==> src/rtl/mips_multicycle_ctrl.sv <==
// Multi-cycle MIPS control FSM: sequences fetch/decode/execute/memory/write-back,
// waits on a memory-ready handshake, flags unknown opcodes and counts retired instructions.
module mips_multicycle_ctrl #(
    parameter int unsigned CNT_W = 32
) (
    input  logic             clk,
    input  logic             rst,
    input  logic [5:0]       opcode,
    input  logic             zero,
    input  logic             mem_ready,
    output logic             PCWrite,
    output logic             PCWriteCond,
    output logic             IorD,
    output logic             MemRead,
    output logic             MemWrite,
    output logic             IRWrite,
    output logic             MemtoReg,
    output logic [1:0]       PCSource,
    output logic [1:0]       ALUOp,
    output logic             ALUSrcA,
    output logic [1:0]       ALUSrcB,
    output logic             RegWrite,
    output logic             RegDst,
    output logic             illegal,
    output logic [CNT_W-1:0] retired,
    output logic [3:0]       state
);

    localparam logic [5:0] OP_RTYPE = 6'b000000;
    localparam logic [5:0] OP_LW    = 6'b100011;
    localparam logic [5:0] OP_SW    = 6'b101011;
    localparam logic [5:0] OP_BEQ   = 6'b000100;
    localparam logic [5:0] OP_ADDI  = 6'b001000;
    localparam logic [5:0] OP_J     = 6'b000010;

    typedef enum logic [3:0] {
        FETCH  = 4'd0,
        DECODE = 4'd1,
        MEMADR = 4'd2,
        MEMRD  = 4'd3,
        MEMWB  = 4'd4,
        MEMWR  = 4'd5,
        EXEC   = 4'd6,
        RWB    = 4'd7,
        BEQ    = 4'd8,
        JUMP   = 4'd9,
        ADDIEX = 4'd10,
        ADDIWB = 4'd11
    } state_t;

    state_t state_q;
    state_t state_d;
    logic   retire_c;

    // The branch condition is applied in the datapath via PCWriteCond.
    logic unused_zero;
    assign unused_zero = zero;

    assign state = state_q;

    // State register and retired-instruction counter
    always_ff @(posedge clk) begin
        if (rst) begin
            state_q <= FETCH;
            retired <= '0;
        end else begin
            state_q <= state_d;
            if (retire_c) begin
                retired <= retired + CNT_W'(1);
            end
        end
    end

    // Next-state and control decode; reset forces every output low
    always_comb begin
        state_d     = state_q;
        retire_c    = 1'b0;
        PCWrite     = 1'b0;
        PCWriteCond = 1'b0;
        IorD        = 1'b0;
        MemRead     = 1'b0;
        MemWrite    = 1'b0;
        IRWrite     = 1'b0;
        MemtoReg    = 1'b0;
        PCSource    = 2'b00;
        ALUOp       = 2'b00;
        ALUSrcA     = 1'b0;
        ALUSrcB     = 2'b00;
        RegWrite    = 1'b0;
        RegDst      = 1'b0;
        illegal     = 1'b0;
        if (!rst) begin
            case (state_q)
                FETCH: begin
                    MemRead = 1'b1;
                    ALUSrcB = 2'b01;
                    if (mem_ready) begin
                        IRWrite = 1'b1;
                        PCWrite = 1'b1;
                        state_d = DECODE;
                    end
                end
                DECODE: begin
                    ALUSrcB = 2'b11;
                    case (opcode)
                        OP_RTYPE:     state_d = EXEC;
                        OP_LW, OP_SW: state_d = MEMADR;
                        OP_BEQ:       state_d = BEQ;
                        OP_ADDI:      state_d = ADDIEX;
                        OP_J:         state_d = JUMP;
                        default: begin
                            illegal = 1'b1;
                            state_d = FETCH;
                        end
                    endcase
                end
                MEMADR: begin
                    ALUSrcA = 1'b1;
                    ALUSrcB = 2'b10;
                    state_d = (opcode == OP_LW) ? MEMRD : MEMWR;
                end
                MEMRD: begin
                    MemRead = 1'b1;
                    IorD    = 1'b1;
                    if (mem_ready) begin
                        state_d = MEMWB;
                    end
                end
                MEMWB: begin
                    RegWrite = 1'b1;
                    MemtoReg = 1'b1;
                    retire_c = 1'b1;
                    state_d  = FETCH;
                end
                MEMWR: begin
                    MemWrite = 1'b1;
                    IorD     = 1'b1;
                    if (mem_ready) begin
                        retire_c = 1'b1;
                        state_d  = FETCH;
                    end
                end
                EXEC: begin
                    ALUSrcA = 1'b1;
                    ALUOp   = 2'b10;
                    state_d = RWB;
                end
                RWB: begin
                    RegWrite = 1'b1;
                    RegDst   = 1'b1;
                    retire_c = 1'b1;
                    state_d  = FETCH;
                end
                BEQ: begin
                    ALUSrcA     = 1'b1;
                    ALUOp       = 2'b01;
                    PCWriteCond = 1'b1;
                    PCSource    = 2'b01;
                    retire_c    = 1'b1;
                    state_d     = FETCH;
                end
                JUMP: begin
                    PCWrite  = 1'b1;
                    PCSource = 2'b10;
                    retire_c = 1'b1;
                    state_d  = FETCH;
                end
                ADDIEX: begin
                    ALUSrcA = 1'b1;
                    ALUSrcB = 2'b10;
                    state_d = ADDIWB;
                end
                ADDIWB: begin
                    RegWrite = 1'b1;
                    retire_c = 1'b1;
                    state_d  = FETCH;
                end
                default: state_d = FETCH;
            endcase
        end
    end

endmodule

==> config.mk <==
export PLATFORM = sky130hd
export DESIGN_NAME = mips_multicycle_ctrl
export DESIGN_NICKNAME = d
export VERILOG_FILES = /design/src/rtl/mips_multicycle_ctrl.sv
export SDC_FILE = /design/constraint.sdc
export NUM_CORES = 1
export LEC_CHECK = 0
export BUFFER_PORTS_ARGS = -buffer_cell sky130_fd_sc_hd__buf_4
export CELL_PAD_IN_SITES_DETAIL_PLACEMENT = 1
export CELL_PAD_IN_SITES_GLOBAL_PLACEMENT = 2
export CORE_MARGIN = 2
export CORE_UTILIZATION = 26
export DETAILED_ROUTE_END_ITERATION = 16
export PLACE_DENSITY_LB_ADDON = 0.1
export SLEW_MARGIN = 15
export SYNTH_ARGS = -nofsm -noshare
export SYNTH_HDL_FRONTEND = slang
export SYNTH_SLANG_ARGS = --single-unit
==> constraint.sdc <==
create_clock -name clk -period 1.75 [get_ports clk]
set_input_delay 0.0875 -clock clk [delete_from_list [all_inputs] [get_ports clk]]
set_output_delay 0.0875 -clock clk [all_outputs]
set_load 0.005 [all_outputs]
# --- Word level (Yosys, flattened, before mapping) ---
# Cells that the tools add are included.
totals:
  wordCells: 71
  ff_bits: 36
  output_inout_bits: 53
  in_bits: 10
classes:
  add_sub_neg: 1
  n_mux: 38
  reduce_logical: 11
  eq_ne: 19
op_table:
  columns: ["op", "n"]
  rows:
  - ["32-bit by 1-bit adder with 32-bit output, second input constant", 1]
  - ["4-bit one-hot mux with 7 select lines", 1]
  - ["1-bit 2-to-1 mux", 24]
  - ["4-bit one-hot mux with 5 select lines", 1]
  - ["4-bit by 3-bit equality test with 1-bit output, second input constant", 4]
  - ["4-bit equality test, second input constant", 4]
  - ["6-bit equality test, second input constant", 2]
  - ["4-bit 2-to-1 mux", 3]
  - ["4-bit by 2-bit equality test with 1-bit output, second input constant", 2]
  - ["2-bit one-hot mux with 2 select lines", 2]
  - ["2-bit OR reduction", 4]
  - ["6-bit by 2-bit equality test with 1-bit output, second input constant", 1]
  - ["6-bit by 3-bit equality test with 1-bit output, second input constant", 1]
  - ["6-bit by 4-bit equality test with 1-bit output, second input constant", 1]
  - ["6-bit logical NOT", 1]
  - ["2-bit 2-to-1 mux", 3]
  - ["2-bit != test, second input constant", 3]
  - ["2-bit one-hot mux with 3 select lines", 1]
  - ["6-bit OR reduction", 1]
  - ["5-bit OR reduction", 1]
  - ["4-bit by 1-bit equality test with 1-bit output, second input constant", 1]
  - ["4-bit logical NOT", 1]
  - ["1-bit one-hot mux with 2 select lines", 2]
  - ["4-bit OR reduction", 1]
  - ["3 further kinds", 3]

# --- Longest topological paths before layout ---
depth:
  depth_word: 5
  depth_mapped: 7
  mapped_depth_nobuf: 5

# --- Worst setup path after synthesis ---
# OpenSTA, ideal clock, no wires.
synth_path:
  kind: "flip-flop to flip-flop"
  from: "reg retired[11]"
  to: "reg retired[26]"
  path_slack_ns: -0.090
  path_stages_with_launch: 6
  n_path_buf: 0
  setup_time_ns: 0.071
  required_time_ns: 1.679
  arrival_time_ns: 1.770
  synth_period_minus_slack_ns: 1.840
  path_cell_list: "dfxtp_1 -> nand4_4 -> nor4b_4 -> nand3_4 -> or4_1 -> a21oi_1"
synth_between:
  elab_chain_len: 1
synth_rtl:
  columns: ["item", "line", "source"]
  rows:
  - ["start: declaration", "25", "output logic [CNT_W-1:0] retired,"]
  - ["start signal: assignment", "69", "retired <= retired + CNT_W'(1);"]
  - ["32-bit by 1-bit adder with 32-bit output", "69", null]
# Every way passes these cells.
# A chain may end at the register's enable or synchronous reset.

# --- Final worst setup path ---
layout_path:
  from: "reg state_q[2] (netlist: state[2])"
  to: "out PCWrite"
layout_between:
  elab_chain_len: 3
  elab_cells_between_ends: 4
  classes_between: "1 x eq/ne; 2 x mux; 1 x reduce/logical"
layout_rtl:
  columns: ["item", "line", "source"]
  rows:
  - ["start: declaration", "51", "state_t state_q;"]
  - ["start signal: assignment", "67", "state_q <= state_d;"]
  - ["4-bit equality test or 4-bit logical NOT (tied branches)", "93", "case (state_q)"]
  - ["1-bit one-hot mux with 2 select lines *", "93", null]
  - ["1-bit 2-to-1 mux *", "92", "if (!rst) begin"]
  - ["end: declaration", "11", "output logic PCWrite,"]
# Every way passes the cells marked *; elsewhere a longest branch is shown, timed or not.

==> metrics.txt <==
Sequential Area 728 sq um; Multi-input gate area 1300 sq um; Final Max Tran Viols 0; Post-synth top cells nor2_1 (41), dfxtp_1 (36), xor2_1 (23); Mapped Area 2060 sq um; largest net degree at the start of global routing 29; Area contributors post-synth dfxtp_1 (35%), xor2_1 (9.8%), nor2_1 (7.5%), nand4_1 (5.2%), a21oi_1 (3.4%); Starting Density 0.268; worst vdd ir 0.252 mV; Sink Count 36; most frequent CP cell buf_6; post-synth cell types 41; final setup violation count 0; Primary FF master, synth dfxtp_1; Layout area overhead 44.7%; drt first-iter violations 40; CP max-delay cell or3_4; Total Nets Final 348; Core ar. 7690 sq um; CP Max Fanout 8; clk root buf clkbuf_8; fin crit period 1.69 ns; #FFs+latches synth 36; CTS Buf Count 5; yosys warns 0; CP Class reg2out; initial antenna violation count 0; slew margin rel. 0.561; placed cell count 429; global-route wire length before repair 10600 um; Remaining DRCs 0; Ant. Diodes 0; HP Class in2reg; period utilization 0.967; Clock Latency Late Sink 0.28 ns; Mapped Avg Cell Area 7.93 sq um; Core Util, Final 0.388; arrival time worst endpoint 1.60 ns; CTS tree done; RSZ-0062 raised after global routing yes; GR Overflow Total 0; I/O pins 63; GRT Total Usage 0.151; Worst setup SP type flip-flop; Port-buffer cells 61; DRT antenna net count 0; hold_buf cts 0; via count 2150; WP buf/inv 3; share of the synthesized area in the top cell type 0.350; R2R setup slack 0.07 ns; Finished Layout Cells 439; vias per inst 4.90; GP Congestion 0.802; Die Ht 93.0 um; clock buffer depth 2; clock slew seen by the registers of the worst setup and hold paths 0.08 ns; total wire length 6310 um; Leak 1.20 nW; Fillers 955; critical path endpoint category output pin; count leader, synth nor2_1; Fmax achieved 591 MHz; Mapped Cells 260; sequential fraction of the synthesis area 0.350; Synthesized Nets 271; share of layout cells above drive strength 1 0.362; full die area 8650 sq um; Worst Tran Pin Value 0.652 ns; final hold viol count 0; Max Cap Viol 0; critical-path cell list buf_6 -> buf_6 -> or3_4 -> nor2_4 -> or2_2 -> buf_4; Critical Path Max Stage Delay 0.40 ns; Final HPWL DP 4590 um; cell taking the most area after synthesis dfxtp_1; worst clock skew 0.0136 ns; Cell Rows 32; FFs w/ async S/R, synth 0; drt pass-1 iters 4; critical path required time 1.66 ns; vias in the first global route 2138; status complete, no violations; H-tree levels 2; PD cells 504 nW/um^2; drt wl/cell 14.4 um; critical path's top delay family simple AND/OR/NAND/NOR gates; Post-synth EDFFs 0; Chip Width 93.0 um
==> metrics by stage <==
step                worst slack, ns  setup TNS, ns  power (mW)  cell area (sq um)  hold slack [ns]
floorplan                   -0.0324        -0.0724       0.899               2070            0.270
global placement             0.0597              0       0.956               2770            0.408
detailed placement           0.0115              0       0.956               2770            0.413
CTS                          0.0122              0        1.53               2900            0.108
global route                -0.0381        -0.0747        1.57               2980            0.117
finish                       0.0575              0        1.50               2980           0.0989
==> layer usage <==
metal	wire, um	GRT usage	vias to the layer above
li1	-	-	1066
met5	0	0	-
met3	296	0.0330	4
met1	2970	0.198	1039
met4	43	0.0343	0
met2	3000	0.252	41
==> repair_timing <==
action | CTS | global route
resized for setup | 9 | 15
setup endpoints to repair | 7 | 26
endpoints found under the hold margin | 0 | 0
gates cloned | 0 | 0
pin swaps | 2 | 3
buffers inserted | 1 | 2
==> flip-flops by register name, summed over array words and instances (netlist names) <==
signal	cells
state	4
retired	32
==> power by group <==
group	internal [mW]	switching [mW]	total [mW]
logic	0.0539	0.0701	0.124
clock network	0.271	0.287	0.558
registers	0.821	0.00201	0.823
total	1.15	0.359	1.50
==> cells in the final DEF (no fill, tap or decap), drive strengths merged, types with 2 or more instances in the layout <==
cell type	n
a21oi	14
and2	4
and3	5
and4	3
buf	89
clkbuf	6
dfxtp	36
inv	12
mux2i	3
nand2	9
nand2b	2
nand3	10
nand4	18
nor2	41
nor2b	2
nor3	12
nor4	12
o21ai	8
or3	7
or4	2
xnor2	5
xor2	23
==> path summary, 6_finish.rpt <==
kind                         startpoint                        to  cells after the start
setup / recovery  state[2]$_SDFFE_PP0P_                   PCWrite                      6
hold / removal                      rst  retired[26]$_SDFFE_PP0P_                      2
setup reg to reg  state[2]$_SDFFE_PP0P_  retired[26]$_SDFFE_PP0P_                      7
hold reg to reg   state[2]$_SDFFE_PP0P_     state[3]$_SDFFE_PP0P_                      1
==> layout make-up <==
cell class,count,share of cell area
clock buffers,6,0.0243
clock inverters,1,0.00168
inverters,12,0.0151
multi-input cells,193,0.437
flip-flops and latches,36,0.244
well taps,102,0.0428
repair buffers,89,0.235
==> kinds of logic after synthesis <==
| group | share of synthesized area |
|---|---|
| AO/OA/AOI/OAI | 0.0844 |
| XOR/XNOR | 0.119 |
| adder cells (fa/ha/maj) | 0.00607 |
| buffers and inverters | 0.0631 |
| flip-flops | 0.350 |
| multiplexers | 0.0146 |
| AND/OR/NAND/NOR | 0.363 |
==> worst reg2reg max path, cell delays in order (launching register included) <==
cell and delay (ns):
dfxtp_2 0.34, nor4bb_1 0.14, buf_4 0.14, nor4_4 0.14, buf_6 0.19, nand3_4 0.13
or4_4 0.44, a21oi_2 0.12
(Power assumes the default switching activity.)
